`src/rtl/rv_pipe_pkg.sv`:
```
// Shared pipeline constants: RV32I major opcodes, bubble encoding, fetch FSM states.
// Pure declarations; no timing or flow-control behaviour of its own.
package rv_pipe_pkg;

    localparam logic [6:0] OPC_LOAD   = 7'b0000011;
    localparam logic [6:0] OPC_OP_IMM = 7'b0010011;
    localparam logic [6:0] OPC_AUIPC  = 7'b0010111;
    localparam logic [6:0] OPC_STORE  = 7'b0100011;
    localparam logic [6:0] OPC_OP     = 7'b0110011;
    localparam logic [6:0] OPC_LUI    = 7'b0110111;
    localparam logic [6:0] OPC_BRANCH = 7'b1100011;
    localparam logic [6:0] OPC_JALR   = 7'b1100111;
    localparam logic [6:0] OPC_JAL    = 7'b1101111;

    // addi x0, x0, 0
    localparam logic [31:0] NOP_INST = 32'h0000_0013;

    typedef enum logic [1:0] {
        FETCH = 2'd0,
        HOLD  = 2'd1,
        DRAIN = 2'd2
    } fetch_state_t;

    // Masking (rather than slicing) keeps every input bit referenced.
    function automatic logic [31:0] pc_align(input logic [31:0] addr);
        return addr & 32'hFFFF_FFFC;
    endfunction

endpackage

```
`src/rtl/if_id_reg.sv`:
```
// IF/ID pipeline register with load / hold / bubble control and decoded field slices.
// One-cycle latency from load to outputs; bubble beats load, neither means hold (stall).
module if_id_reg
    import rv_pipe_pkg::*;
#(
    parameter logic [31:0] NOP_INST = rv_pipe_pkg::NOP_INST
) (
    input  logic        clk,
    input  logic        rst,
    input  logic        load,
    input  logic        bubble,
    input  logic [31:0] load_pc,
    input  logic [31:0] load_inst,
    output logic        valid,
    output logic [31:0] pc,
    output logic [31:0] inst,
    output logic [6:0]  opcode,
    output logic [4:0]  rs1,
    output logic [4:0]  rs2,
    output logic [4:0]  rd
);

    always_ff @(posedge clk) begin
        if (rst || bubble) begin
            valid <= 1'b0;
            pc    <= 32'h0;
            inst  <= NOP_INST;
        end else if (load) begin
            valid <= 1'b1;
            pc    <= load_pc;
            inst  <= load_inst;
        end
    end

    assign opcode = inst[6:0];
    assign rd     = inst[11:7];
    assign rs1    = inst[19:15];
    assign rs2    = inst[24:20];

endmodule

```
`src/rtl/if_fetch_stage.sv`:
```
// Fetch stage: PC, variable-latency imem handshake, one-entry skid buffer, IF/ID register.
// Ack in cycle N shows on id_* in N+1; load_stall holds IF/ID, redirect flushes and wins.
module if_fetch_stage
    import rv_pipe_pkg::*;
#(
    parameter logic [31:0] RESET_PC = 32'h0000_0000,
    parameter logic [31:0] NOP_INST = rv_pipe_pkg::NOP_INST
) (
    input  logic        clk,
    input  logic        rst,
    input  logic        load_stall,
    input  logic        redirect,
    input  logic [31:0] redirect_pc,
    output logic        imem_req,
    output logic [31:0] imem_addr,
    input  logic        imem_ack,
    input  logic [31:0] imem_rdata,
    output logic        id_valid,
    output logic [31:0] id_pc,
    output logic [31:0] id_inst,
    output logic [6:0]  id_opcode,
    output logic [4:0]  id_rs1,
    output logic [4:0]  id_rs2,
    output logic [4:0]  id_rd
);

    fetch_state_t state;
    logic         req_q;
    logic [31:0]  fetch_pc;
    logic [31:0]  target;
    logic [31:0]  hold_inst;
    logic [31:0]  hold_pc;

    logic         ifid_load;
    logic         ifid_bubble;
    logic [31:0]  ifid_pc;
    logic [31:0]  ifid_inst;

    // req_q comes out of reset already set so the first request appears the cycle
    // rst falls; gating with rst keeps the bus quiet for the whole reset window.
    assign imem_req  = req_q & ~rst;
    assign imem_addr = fetch_pc;

    always_comb begin
        ifid_load   = 1'b0;
        ifid_bubble = 1'b0;
        ifid_pc     = fetch_pc;
        ifid_inst   = imem_rdata;
        unique case (state)
            FETCH: begin
                if (redirect)
                    ifid_bubble = 1'b1;
                else if (!load_stall) begin
                    ifid_load   = imem_ack;
                    ifid_bubble = !imem_ack;
                end
            end
            HOLD: begin
                ifid_pc   = hold_pc;
                ifid_inst = hold_inst;
                if (redirect)
                    ifid_bubble = 1'b1;
                else if (!load_stall)
                    ifid_load = 1'b1;
            end
            DRAIN: ifid_bubble = 1'b1;
            default: ifid_bubble = 1'b1;
        endcase
    end

    always_ff @(posedge clk) begin
        if (rst) begin
            state     <= FETCH;
            req_q     <= 1'b1;
            fetch_pc  <= RESET_PC;
            target    <= RESET_PC;
            hold_inst <= NOP_INST;
            hold_pc   <= 32'h0;
        end else begin
            unique case (state)
                FETCH: begin
                    if (imem_ack) begin
                        if (redirect) begin
                            fetch_pc <= pc_align(redirect_pc);
                        end else begin
                            fetch_pc <= fetch_pc + 32'd4;
                            if (load_stall) begin
                                hold_inst <= imem_rdata;
                                hold_pc   <= fetch_pc;
                                state     <= HOLD;
                                req_q     <= 1'b0;
                            end
                        end
                    end else if (redirect) begin
                        // Request already on the bus must complete at its old address.
                        target <= pc_align(redirect_pc);
                        state  <= DRAIN;
                    end
                end
                HOLD: begin
                    if (redirect) begin
                        fetch_pc <= pc_align(redirect_pc);
                        state    <= FETCH;
                        req_q    <= 1'b1;
                    end else if (!load_stall) begin
                        state <= FETCH;
                        req_q <= 1'b1;
                    end
                end
                DRAIN: begin
                    if (imem_ack) begin
                        fetch_pc <= redirect ? pc_align(redirect_pc) : target;
                        state    <= FETCH;
                    end else if (redirect) begin
                        target <= pc_align(redirect_pc);
                    end
                end
                default: begin
                    state <= FETCH;
                    req_q <= 1'b1;
                end
            endcase
        end
    end

    if_id_reg #(
        .NOP_INST (NOP_INST)
    ) u_if_id_reg (
        .clk       (clk),
        .rst       (rst),
        .load      (ifid_load),
        .bubble    (ifid_bubble),
        .load_pc   (ifid_pc),
        .load_inst (ifid_inst),
        .valid     (id_valid),
        .pc        (id_pc),
        .inst      (id_inst),
        .opcode    (id_opcode),
        .rs1       (id_rs1),
        .rs2       (id_rs2),
        .rd        (id_rd)
    );

endmodule

```
`config.mk`:
```
export PLATFORM = sky130hd
export DESIGN_NAME = if_fetch_stage
export DESIGN_NICKNAME = d
export VERILOG_FILES = /design/src/rtl/rv_pipe_pkg.sv /design/src/rtl/if_id_reg.sv /design/src/rtl/if_fetch_stage.sv
export SDC_FILE = /design/constraint.sdc
export NUM_CORES = 1
export LEC_CHECK = 0
export ABC_CLOCK_PERIOD_IN_PS = 2250
export CELL_PAD_IN_SITES_DETAIL_PLACEMENT = 0
export CELL_PAD_IN_SITES_GLOBAL_PLACEMENT = 1
export CORE_ASPECT_RATIO = 1.75
export CORE_MARGIN = 4
export CORE_UTILIZATION = 34
export CTS_CLUSTER_SIZE = 10
export DETAILED_ROUTE_END_ITERATION = 7
export GPL_TIMING_DRIVEN = 0
export PLACE_DENSITY = 0.84
export SKIP_CTS_REPAIR_TIMING = 1
export SLEW_MARGIN = 0
export SYNTH_ARGS = -nofsm -noshare
export SYNTH_HDL_FRONTEND = slang
export SYNTH_SLANG_ARGS = --single-unit
```
`constraint.sdc`:
```
create_clock -name clk -period 2.25 [get_ports clk]
set_input_delay 0.675 -clock clk [delete_from_list [all_inputs] [get_ports clk]]
set_output_delay 0.675 -clock clk [all_outputs]
set_load 0.03 [all_outputs]
```
==> metrics.txt <==
yosys warns 0; TritonCTS clock tree built; Post-Syn Area 8971 µm²; Routed WL per cell roughly 18 µm; failing checks setup timing; fraction of registers with async set/reset 0; Die X 130.8 µm; area share of fa/ha/maj cells after synthesis 0.006974; PwrDens 778.3 nW/µm²; DRT Pass-1 Iters 5; metal1 wirelength 11000 µm; GRT overflow 0; EDFF count, synth 0; Area Overhead vs Synth 36.51%; Worst Setup Slack, final -178.5 ps; FF-to-FF path depth 10; nature of the critical path endpoint primary output; htree depth 4; pre-CTS setup slack -774.0 ps; Total Nets Final 1356; Hold Slack 454.0 ps; vias in the first global route 8195; Worst Path Required 1570 ps; crit path kind input pin to primary output; Syn Inst Count 1071; post-route setup TNS -178.5 ps; post-route cell area 12250 µm²; Final Max Tran Viols 0; Post-DRT Antenna Nets 0; clk_lat worst skew 450 ps; core area ~26000 µm²; multi-input logic area approximately 4600 µm²; Row Count 78; GRT Total Usage 0.2007; I/O pin total between 150 and 200; Pleak 4.987 nW; compound-cell area share of the yosys netlist 0.2106; GPL Wtd Cong 0.9258; final setup fails 1; slew margin rel. 0.4935; critical path startpoint rst; min-delay worst type register to register; Avg Cell Area, Syn 8.376 µm²; Net Count, Synth 1145; outcome finished with violations; Top Metal Used met4; post-synthesis simple-gate area fraction 0.1849; most frequent cells in the layout 207 x nand2_1, 193 x dfxtp_1, 135 x clkdlybuf4s50_1; clk sinks approximately 200; fin crit period 2428 ps; commonest non-fill, non-tap cell in the layout nand2_1; first-pass GRT wire length 45220 µm; non-filler instance count after layout ~1600; WL final approximately 30000 µm; Die Footprint 29150 µm²; Hold Startpoint hold_inst[31]; clk_skew 12.95 ps; main combinational cell family by area after synthesis compound AO/OA/AOI/OAI gates; Synth Register Bits 196; XOR/XNOR share of the synthesized area 0.008787; Main synth FF type dfxtp_1; Worst IR Drop VDD 0.5677 mV; register area 3930 µm²; Die H ~220 µm; Clock Tree Buf Depth 2; post-synthesis mux area share 0.08047; critical path startpoint category input pin; CP Max Fanout 10; f_max 0.4118 GHz; initial DRC count 598; largest net degree at the start of global routing 17; layout cells sized above 1 0.1212; final worst-path cycle share 1.079; vias per cell around 5.2; routed vias 8441; Clock transition at path regs 70 ps; worst slew pin tran between 700 and 800 ps; initial antenna violation count 3; FILL cells 2516; Arrival @ worst endpoint 1750 ps; root buf cell clkbuf_16; max cap viols 0; Detail Route met2 WL 16210 µm; TritonCTS Buffers 17; placed instance count 1576; hold depth 2; final hold violation count 0; HPWL Detailed approximately 23000 µm; Port Buffers ~190; RSZ-0062 raised after global routing true; library cells used by synthesis 58; Cell Area, Placed 11220 µm²; # DRC 0; Initial Util 0.3456; routed length on met3 1317 µm; Reg-to-Reg Start state[0]; register area share after synthesis 0.4374
[cells in the mapped netlist (2+ instances only)]
master     count  area share
nand2_1      208       0.087
ha_1           5      0.0070
a221oi_1      11       0.011
a311oi_1       4      0.0039
a221o_1       13       0.015
clkbuf_1      51       0.021
and2_1         3      0.0021
a21oi_1      112       0.062
a22o_1         3      0.0029
a41oi_1        3      0.0029
o21a_1         6      0.0050
nor2_1       105       0.044
a221oi_2       6       0.010
nor4_1         9      0.0063
a211oi_1      70       0.059
o21ai_0       13      0.0073
xnor2_1        5      0.0049
nor4_2         2      0.0028
inv_1          8      0.0033
dfxtp_1      196        0.44
o211ai_1       7      0.0059
nor3b_1        3      0.0025
xor2_1         4      0.0039
nor3_1        13      0.0073
a31oi_1       10      0.0070
nand2b_1       5      0.0035
nor2b_1        4      0.0028
nand3b_1       3      0.0025
nand4_1       10      0.0070
o2111ai_1      2      0.0020
mux2i_1       71       0.079
buf_4         25       0.021
buf_6          5      0.0063
a211o_1        4      0.0039
nand3_1        8      0.0045
or3_1          4      0.0028
and3_1         5      0.0035
buf_1          7      0.0029
o22ai_1        2      0.0014
buf_2         28       0.016
[critical path, cell delays in order]
cell,delay (ps)
clkbuf_1,330
buf_2,360
nor2b_1,120
dlymetal6s2s_1,260
[where the power goes]
group	switching (mW)	total (mW)	leakage (nW)	internal, mW
registers	0.243	3.92	1.59	3.68
clock network	1.41	3.17	0.287	1.76
logic	1.45	2.44	3.11	0.998
total	3.10	9.53	4.99	6.43
[logic make-up after synthesis]
kind of cell / count (synthesis)
XOR/XNOR: 9
flip-flops: 196
buffers and inverters: 125
AO/OA/AOI/OAI: 277
AND/OR/NAND/NOR: 387
adder cells (fa/ha/maj): 5
multiplexers: 72
[per-layer routing]
metal	vias up	track usage
li1	4197	-
met1	3915	0.2111
met2	266	0.3661
met3	63	0.04336
met4	0	0.1003
met5	-	0
[metrics by stage]
stage | total power [mW] | util
5_1_grt | 9.938 | 0.4718
2_1_floorplan | 5.420 | -
6_report | 9.531 | 0.4718
3_3_place_gp | 6.300 | 0.4323
4_1_cts | 9.478 | 0.4557
3_5_place_dp | 6.333 | 0.4323
[flip-flops by register name, summed over array words and instances, names as in the netlist]
signal,count
u_if_id_reg.inst,32
target,32
req_q,1
state,2
hold_inst,32
u_if_id_reg.valid,1
hold_pc,32
imem_addr,32
u_if_id_reg.pc,32
[area by class of cell]
type / instances / share of cell area
Tap cell: 320 / 0.03269
Inverter: 9 / 0.002963
Clock inverter: 11 / 0.01032
Sequential cell: 196 / 0.3209
Timing Repair Buffer: 192 / 0.1667
Clock buffer: 21 / 0.03923
Antenna cell: 3 / 0.0006130
Buffer: 116 / 0.05476
Multi-Input combinational cell: 750 / 0.3718
[worst paths after layout]
| path | end | slack (ps) |
|---|---|---|
| min reg2reg | hold_inst[31] | 450 |
| min | hold_inst[31] | 450 |
| max | imem_req | -180 |
| max reg2reg | imem_addr[19] | 50 |
No activity file was read; power rests on OpenSTA's default activity.
